`config.mk`:
```
export PLATFORM = sky130hd
export DESIGN_NAME = i2c_slave_responder
export DESIGN_NICKNAME = d
export VERILOG_FILES = /design/src/rtl/i2c_pkg.sv /design/src/rtl/i2c_slave_responder_if.sv /design/src/rtl/i2c_line_sync.sv /design/src/rtl/i2c_slave_responder.sv
export SDC_FILE = /design/constraint.sdc
export NUM_CORES = 1
export LEC_CHECK = 0
export BUFFER_PORTS_ARGS = -buffer_cell sky130_fd_sc_hd__buf_4
export CAP_MARGIN = 20
export CORE_MARGIN = 8
export CORE_UTILIZATION = 55
export CTS_CLUSTER_DIAMETER = 40
export DETAILED_ROUTE_END_ITERATION = 10
export PLACE_DENSITY = 0.74
export RECOVER_POWER = 100
export SYNTH_ARGS = -nofsm -noshare
export SYNTH_HDL_FRONTEND = slang
export SYNTH_SLANG_ARGS = --single-unit
```
`constraint.sdc`:
```
create_clock -name Clk -period 2.5 [get_ports Clk]
set_input_delay 0.25 -clock Clk [delete_from_list [all_inputs] [get_ports Clk]]
set_output_delay 0.25 -clock Clk [all_outputs]
set_load 0.02 [all_outputs]
```
`src/rtl/i2c_pkg.sv`:
```
// Shared I2C definitions: FSM state encoding, ACK/NACK line levels, synchronizer depth
// and the synchronized line-event bundle passed from i2c_line_sync to the responder FSM.
package i2c_pkg;

    localparam int   SYNC_DEPTH = 2;
    localparam logic ACK_LVL    = 1'b0;
    localparam logic NACK_LVL   = 1'b1;

    typedef enum logic [3:0] {
        IDLE,
        ADDR,
        ADDR_ACK,
        PTR,
        PTR_ACK,
        WR_MSB,
        WR_MSB_ACK,
        WR_LSB,
        WR_LSB_ACK,
        RD_MSB,
        RD_MSB_ACK,
        RD_LSB,
        RD_LSB_ACK,
        WAIT_STOP
    } i2c_state_e;

    typedef struct packed {
        logic sda;
        logic scl_rise;
        logic scl_fall;
        logic start;
        logic stop;
    } line_evt_t;

    // Open-drain: presenting a 0 on SDA means enabling the pull-down.
    function automatic logic oe_for_level(input logic lvl);
        return (lvl == 1'b0);
    endfunction

endpackage

```
`src/rtl/i2c_slave_responder_if.sv`:
```
// I2C line bundle: scl/sda are the resolved line levels, sda_oe is the slave's pull-down enable.
// There is no valid/ready handshake on this bundle; levels are sampled asynchronously by the slave.
interface i2c_slave_responder_if;

    logic scl;
    logic sda;
    logic sda_oe;

    modport master (output scl, output sda, input sda_oe);
    modport slave  (input scl, input sda, output sda_oe);

endinterface

```
`src/rtl/i2c_line_sync.sv`:
```
// Two-stage synchronizers for SCL/SDA plus SCL edge and START/STOP detection on the synced copies.
module i2c_line_sync
    import i2c_pkg::*;
(
    input  logic                  Clk,
    input  logic                  Rst,
    i2c_slave_responder_if.slave  bus,
    output line_evt_t             evt_o
);

    logic [SYNC_DEPTH-1:0] scl_sync_q;
    logic [SYNC_DEPTH-1:0] sda_sync_q;
    logic                  scl_prev_q;
    logic                  sda_prev_q;
    logic                  scl_s;
    logic                  sda_s;

    // Everything resets to the idle-bus level so no edge is seen on reset release with a quiet bus.
    always_ff @(posedge Clk or negedge Rst) begin
        if (!Rst) begin
            scl_sync_q <= '1;
            sda_sync_q <= '1;
            scl_prev_q <= 1'b1;
            sda_prev_q <= 1'b1;
        end else begin
            scl_sync_q <= {scl_sync_q[SYNC_DEPTH-2:0], bus.scl};
            sda_sync_q <= {sda_sync_q[SYNC_DEPTH-2:0], bus.sda};
            scl_prev_q <= scl_s;
            sda_prev_q <= sda_s;
        end
    end

    assign scl_s = scl_sync_q[SYNC_DEPTH-1];
    assign sda_s = sda_sync_q[SYNC_DEPTH-1];

    always_comb begin
        evt_o          = '0;
        evt_o.sda      = sda_s;
        evt_o.scl_rise = scl_s & ~scl_prev_q;
        evt_o.scl_fall = ~scl_s & scl_prev_q;
        evt_o.start    = scl_s & scl_prev_q & sda_prev_q & ~sda_s;
        evt_o.stop     = scl_s & scl_prev_q & ~sda_prev_q & sda_s;
    end

endmodule

```
`src/rtl/i2c_slave_responder.sv`:
```
// I2C slave exposing four 16-bit registers: pointer byte, then MSB/LSB write or MSB/LSB read.
// All bus decisions are taken on synchronized SCL edges; SDA only changes on SCL falling edges.
module i2c_slave_responder
    import i2c_pkg::*;
#(
    parameter logic [6:0] SLAVE_ADDR = 7'b1001000
) (
    input  logic        Clk,
    input  logic        Rst,
    input  logic        Scl_in,
    input  logic        Sda_in,
    output logic        Sda_oe,
    output logic [1:0]  Rd_reg,
    input  logic [15:0] Rd_data,
    output logic        Wr_strobe,
    output logic [1:0]  Wr_reg,
    output logic [15:0] Wr_data,
    output logic        Busy,
    output logic        Nack_evt
);

    i2c_slave_responder_if line_if ();
    line_evt_t             evt;

    assign line_if.scl    = Scl_in;
    assign line_if.sda    = Sda_in;

    i2c_line_sync u_line_sync (
        .Clk   (Clk),
        .Rst   (Rst),
        .bus   (line_if),
        .evt_o (evt)
    );

    i2c_state_e  state_q,     state_d;
    logic [2:0]  bit_cnt_q,   bit_cnt_d;
    logic [6:0]  shift_q,     shift_d;
    logic [1:0]  ptr_q,       ptr_d;
    logic [7:0]  msb_q,       msb_d;
    logic [15:0] rd_buf_q,    rd_buf_d;
    logic        sda_oe_q,    sda_oe_d;
    logic        wr_strobe_q, wr_strobe_d;
    logic [1:0]  wr_reg_q,    wr_reg_d;
    logic [15:0] wr_data_q,   wr_data_d;
    logic        busy_q,      busy_d;
    logic        nack_evt_q,  nack_evt_d;
    logic [7:0]  byte_in;
    logic        last_bit;

    assign byte_in  = {shift_q, evt.sda};
    assign last_bit = (bit_cnt_q == 3'd7);

    always_ff @(posedge Clk or negedge Rst) begin
        if (!Rst) begin
            state_q     <= IDLE;
            bit_cnt_q   <= '0;
            shift_q     <= '0;
            ptr_q       <= '0;
            msb_q       <= '0;
            rd_buf_q    <= '0;
            sda_oe_q    <= 1'b0;
            wr_strobe_q <= 1'b0;
            wr_reg_q    <= '0;
            wr_data_q   <= '0;
            busy_q      <= 1'b0;
            nack_evt_q  <= 1'b0;
        end else begin
            state_q     <= state_d;
            bit_cnt_q   <= bit_cnt_d;
            shift_q     <= shift_d;
            ptr_q       <= ptr_d;
            msb_q       <= msb_d;
            rd_buf_q    <= rd_buf_d;
            sda_oe_q    <= sda_oe_d;
            wr_strobe_q <= wr_strobe_d;
            wr_reg_q    <= wr_reg_d;
            wr_data_q   <= wr_data_d;
            busy_q      <= busy_d;
            nack_evt_q  <= nack_evt_d;
        end
    end

    always_comb begin
        state_d     = state_q;
        bit_cnt_d   = bit_cnt_q;
        shift_d     = shift_q;
        ptr_d       = ptr_q;
        msb_d       = msb_q;
        rd_buf_d    = rd_buf_q;
        sda_oe_d    = sda_oe_q;
        wr_strobe_d = 1'b0;
        wr_reg_d    = wr_reg_q;
        wr_data_d   = wr_data_q;
        busy_d      = busy_q;
        nack_evt_d  = 1'b0;

        if (evt.stop) begin
            state_d   = IDLE;
            bit_cnt_d = '0;
            sda_oe_d  = oe_for_level(NACK_LVL);
            busy_d    = 1'b0;
        end else if (evt.start) begin
            state_d   = ADDR;
            bit_cnt_d = '0;
        end else if (evt.scl_rise) begin
            case (state_q)
                ADDR, PTR, WR_MSB, WR_LSB: begin
                    shift_d   = byte_in[6:0];
                    bit_cnt_d = bit_cnt_q + 3'd1;
                    if (last_bit) begin
                        case (state_q)
                            ADDR: begin
                                if (byte_in[7:1] == SLAVE_ADDR) begin
                                    state_d = ADDR_ACK;
                                    busy_d  = 1'b1;
                                end else begin
                                    state_d = WAIT_STOP;
                                end
                            end
                            PTR: begin
                                if (byte_in[7:2] != 6'd0) begin
                                    state_d    = WAIT_STOP;
                                    nack_evt_d = 1'b1;
                                end else begin
                                    ptr_d   = byte_in[1:0];
                                    state_d = PTR_ACK;
                                end
                            end
                            WR_MSB: begin
                                // Register 0 is read-only, so its data phase is refused.
                                if (ptr_q == 2'd0) begin
                                    state_d    = WAIT_STOP;
                                    nack_evt_d = 1'b1;
                                end else begin
                                    msb_d   = byte_in;
                                    state_d = WR_MSB_ACK;
                                end
                            end
                            default: begin
                                state_d     = WR_LSB_ACK;
                                wr_strobe_d = 1'b1;
                                wr_reg_d    = ptr_q;
                                wr_data_d   = {msb_q, byte_in};
                            end
                        endcase
                    end
                end
                RD_MSB, RD_LSB: begin
                    bit_cnt_d = bit_cnt_q + 3'd1;
                    if (last_bit) begin
                        state_d = (state_q == RD_MSB) ? RD_MSB_ACK : RD_LSB_ACK;
                    end
                end
                RD_MSB_ACK: state_d = (evt.sda == ACK_LVL) ? RD_LSB : WAIT_STOP;
                RD_LSB_ACK: state_d = WAIT_STOP;
                default: ;
            endcase
        end else if (evt.scl_fall) begin
            case (state_q)
                // First fall in an ACK state starts the ACK bit, the second one ends it.
                ADDR_ACK, PTR_ACK, WR_MSB_ACK, WR_LSB_ACK: begin
                    if (!sda_oe_q) begin
                        sda_oe_d = oe_for_level(ACK_LVL);
                    end else begin
                        sda_oe_d = oe_for_level(NACK_LVL);
                        case (state_q)
                            ADDR_ACK: begin
                                if (shift_q[0]) begin
                                    state_d  = RD_MSB;
                                    rd_buf_d = Rd_data;
                                    sda_oe_d = oe_for_level(Rd_data[15]);
                                end else begin
                                    state_d = PTR;
                                end
                            end
                            PTR_ACK:    state_d = WR_MSB;
                            WR_MSB_ACK: state_d = WR_LSB;
                            default:    state_d = WAIT_STOP;
                        endcase
                    end
                end
                RD_MSB:                 sda_oe_d = oe_for_level(rd_buf_q[{1'b1, ~bit_cnt_q}]);
                RD_LSB:                 sda_oe_d = oe_for_level(rd_buf_q[{1'b0, ~bit_cnt_q}]);
                RD_MSB_ACK, RD_LSB_ACK: sda_oe_d = oe_for_level(NACK_LVL);
                default: ;
            endcase
        end
    end

    assign line_if.sda_oe = sda_oe_q;
    assign Sda_oe         = line_if.sda_oe;
    assign Rd_reg         = ptr_q;
    assign Wr_strobe      = wr_strobe_q;
    assign Wr_reg         = wr_reg_q;
    assign Wr_data        = wr_data_q;
    assign Busy           = busy_q;
    assign Nack_evt       = nack_evt_q;

endmodule
```
==> run metrics <==
critical path cell sequence nor2b_1, o21ai_2, and3_4, nand3_1, mux2_2; number of global-route vias before repair around 2,300; layout cells sized above 1 0.3390; status finished with violations; RSZ-0062 raised after global routing false; Vias/cell roughly 5.7; Antenna diodes 0; max-cap check violation count 1; FMAX 0.4473 GHz; Power Dens Cells around 830 nW/µm²; IO buf count between 40 and 50; core area a little under 6000 µm²; Initial DRC Count approximately 150; sequential area share after synthesis 0.5270; syn nets roughly 270; total routed wirelength between 6000 and 7000 µm; Setup crit end kind flop; I/O Pins between 40 and 50; commonest non-fill, non-tap cell in the layout dfrtp_1; CTS tree built; Max Transition Viols Final slightly below 70; Tcrit/Tclk final 0.8943; Crit path required time roughly 2.7 ns; setup TNS 0 ns; commonest cells after routing, fill and taps aside 62 x dfrtp_1, 43 x mux2_2, 26 x clkbuf_1; Rel. slew slack -0.06382; Final HPWL DP 4438 µm; Routed Antenna Nets 0; Setup CP Type reg2reg; Top FF cell, synth dfrtp_1; Die H between 90 and 100 µm; RePlAce Congestion around 0.87; mapped cell area roughly 3200 µm²; register bit total from synthesis between 60 and 70; post-layout min period between 2 and 2.5 ns; number of stages on the worst hold path 2; crit-path max FO 11; CTS buffer count 9; Tot GR Track Use 0.1652; CTS max path bufs 2; first-pass GRT wire length 11,240 µm; Hold Slack roughly 0.12 ns; Worst EP arrival between 2 and 2.5 ns; WL/cell 17.18 µm; crit-path max cell delay around 0.7 ns; fin nets ~320; Crit path max-delay family simple AND/OR/NAND/NOR gates; grt ovf 0; largest net degree at the start of global routing slightly below 70; depth of the CTS H-tree 3; total number of vias 2,127; Yosys cell types 52; Slew @ Worst Pin around 1.6 ns; Leak approximately 1.7 nW; R2R depth 5; violated checks capacitance limit, slew limit; CP bufs+invs 0; Post-CTS Setup Inserts 0; overall die width ~93 µm; worst min path class in2reg; type of origin of the critical path flop; CP max-delay cell dfstp_1; Setup violations, final 0; asr flop ratio synth 1.000; clk sink count 68; Cells after Synth 241; Worst Clk Skew a little under 0.009 ns; DR pass1 iterations 4; initial antenna violation count 0; Residual DRC 0; Post-synth EDFFs 0; Std-Cell Rows 28; YS warnings 0; largest vdd supply drop 0.5301 mV; post_cts resized 0; root buffer cell clkbuf_8; Syn Area/Cell about 13 µm²; area grow syn2layout 15.16%; CTS clk-pin slew, worst paths around 0.070 ns; initial core utilization 0.5577; die area between 8000 and 9000 µm²; worst skew pair latency 0.35 ns; final hold violations 0; hold_buf cts 2; critical path depth 5
-- stage by stage --
step	setup slack [ns]	total power, mW	instances	area, µm²	utilization
floorplan	0.6377	1.911	241	3243	-
global placement	0.4612	2.133	352	3627	0.6237
detailed placement	0.4059	2.143	352	3627	0.6237
CTS	0.3822	3.145	370	3866	0.6648
global route	0.1394	3.289	370	3735	0.6422
finish	0.2643	3.104	370	3735	0.6422
-- report_power, final --
part / internal (mW) / switching, mW
logic: 0.356 / 0.389
registers: 1.21 / 0.169
clock network: 0.589 / 0.393
total: 2.15 / 0.951
-- metal layers --
| layer | vias to the layer above | share of wire | routed length (µm) | GRT usage |
|---|---|---|---|---|
| li1 | 983 | - | - | - |
| met1 | 1059 | 0.44 | 2807 | 0.2171 |
| met2 | 73 | 0.48 | 3020 | 0.2408 |
| met3 | 12 | 0.063 | 399 | 0.04369 |
| met4 | 0 | 0.020 | 129 | 0.09530 |
| met5 | - | 0 | 0 | 0 |
-- layout make-up --
cell class                      instances  area (µm²)
Fill cell                             469        2081
Timing Repair Buffer                   48       272.8
Tap cell                               75       93.84
Clock inverter                          4       73.82
Inverter                                5       18.77
Multi-Input combinational cell        158        1421
Clock buffer                           12       145.1
Sequential cell                        68        1709
-- synthesized netlist by cell type (2+ instances only) --
cell type / number / share of area
and3_1: 2 / 0.0039
nand3_1: 2 / 0.0031
nor4_1: 2 / 0.0039
nor2b_1: 5 / 0.0096
nand3_4: 3 / 0.016
dfstp_2: 6 / 0.049
a21oi_1: 6 / 0.0093
a31oi_1: 4 / 0.0077
mux2_2: 43 / 0.15
nand2_1: 10 / 0.012
buf_2: 2 / 0.0031
nand2b_1: 4 / 0.0077
mux4_2: 4 / 0.028
dfrtp_1: 62 / 0.48
ha_1: 5 / 0.019
o21ai_0: 5 / 0.0077
xnor2_1: 2 / 0.0054
nor2_1: 14 / 0.016
a211oi_1: 2 / 0.0046
and3b_1: 2 / 0.0054
inv_1: 5 / 0.0058
o21a_1: 2 / 0.0046
mux2i_1: 6 / 0.019
buf_4: 2 / 0.0046
mux2_4: 10 / 0.046
clkbuf_1: 5 / 0.0058
-- cell families (layout without fill, tap and decap cells) --
family,count (synthesis),after routing,share of synthesized area
buf+inv,15,69,0.02276
xor+xnor,2,2,0.005402
mux,63,63,0.2419
compound gates,31,31,0.06597
fa+ha+maj,5,5,0.01929
simple gates,57,57,0.1177
flops,68,68,0.5270
-- worst paths after layout --
path                                           start                        end  slack, ns
max                        u_line_sync.sda_sync_q[1]                   msb_q[0]       0.26
min                                       Rd_data[4]                rd_buf_q[4]       0.12
max reg2reg                u_line_sync.sda_sync_q[1]                   msb_q[0]       0.26
min reg2reg                u_line_sync.scl_sync_q[0]  u_line_sync.scl_sync_q[1]       0.36
max in group asynchronous                        Rst                 state_q[1]       1.25
min in group asynchronous                        Rst                Wr_data[13]       0.30
(Power assumes the default switching activity.)
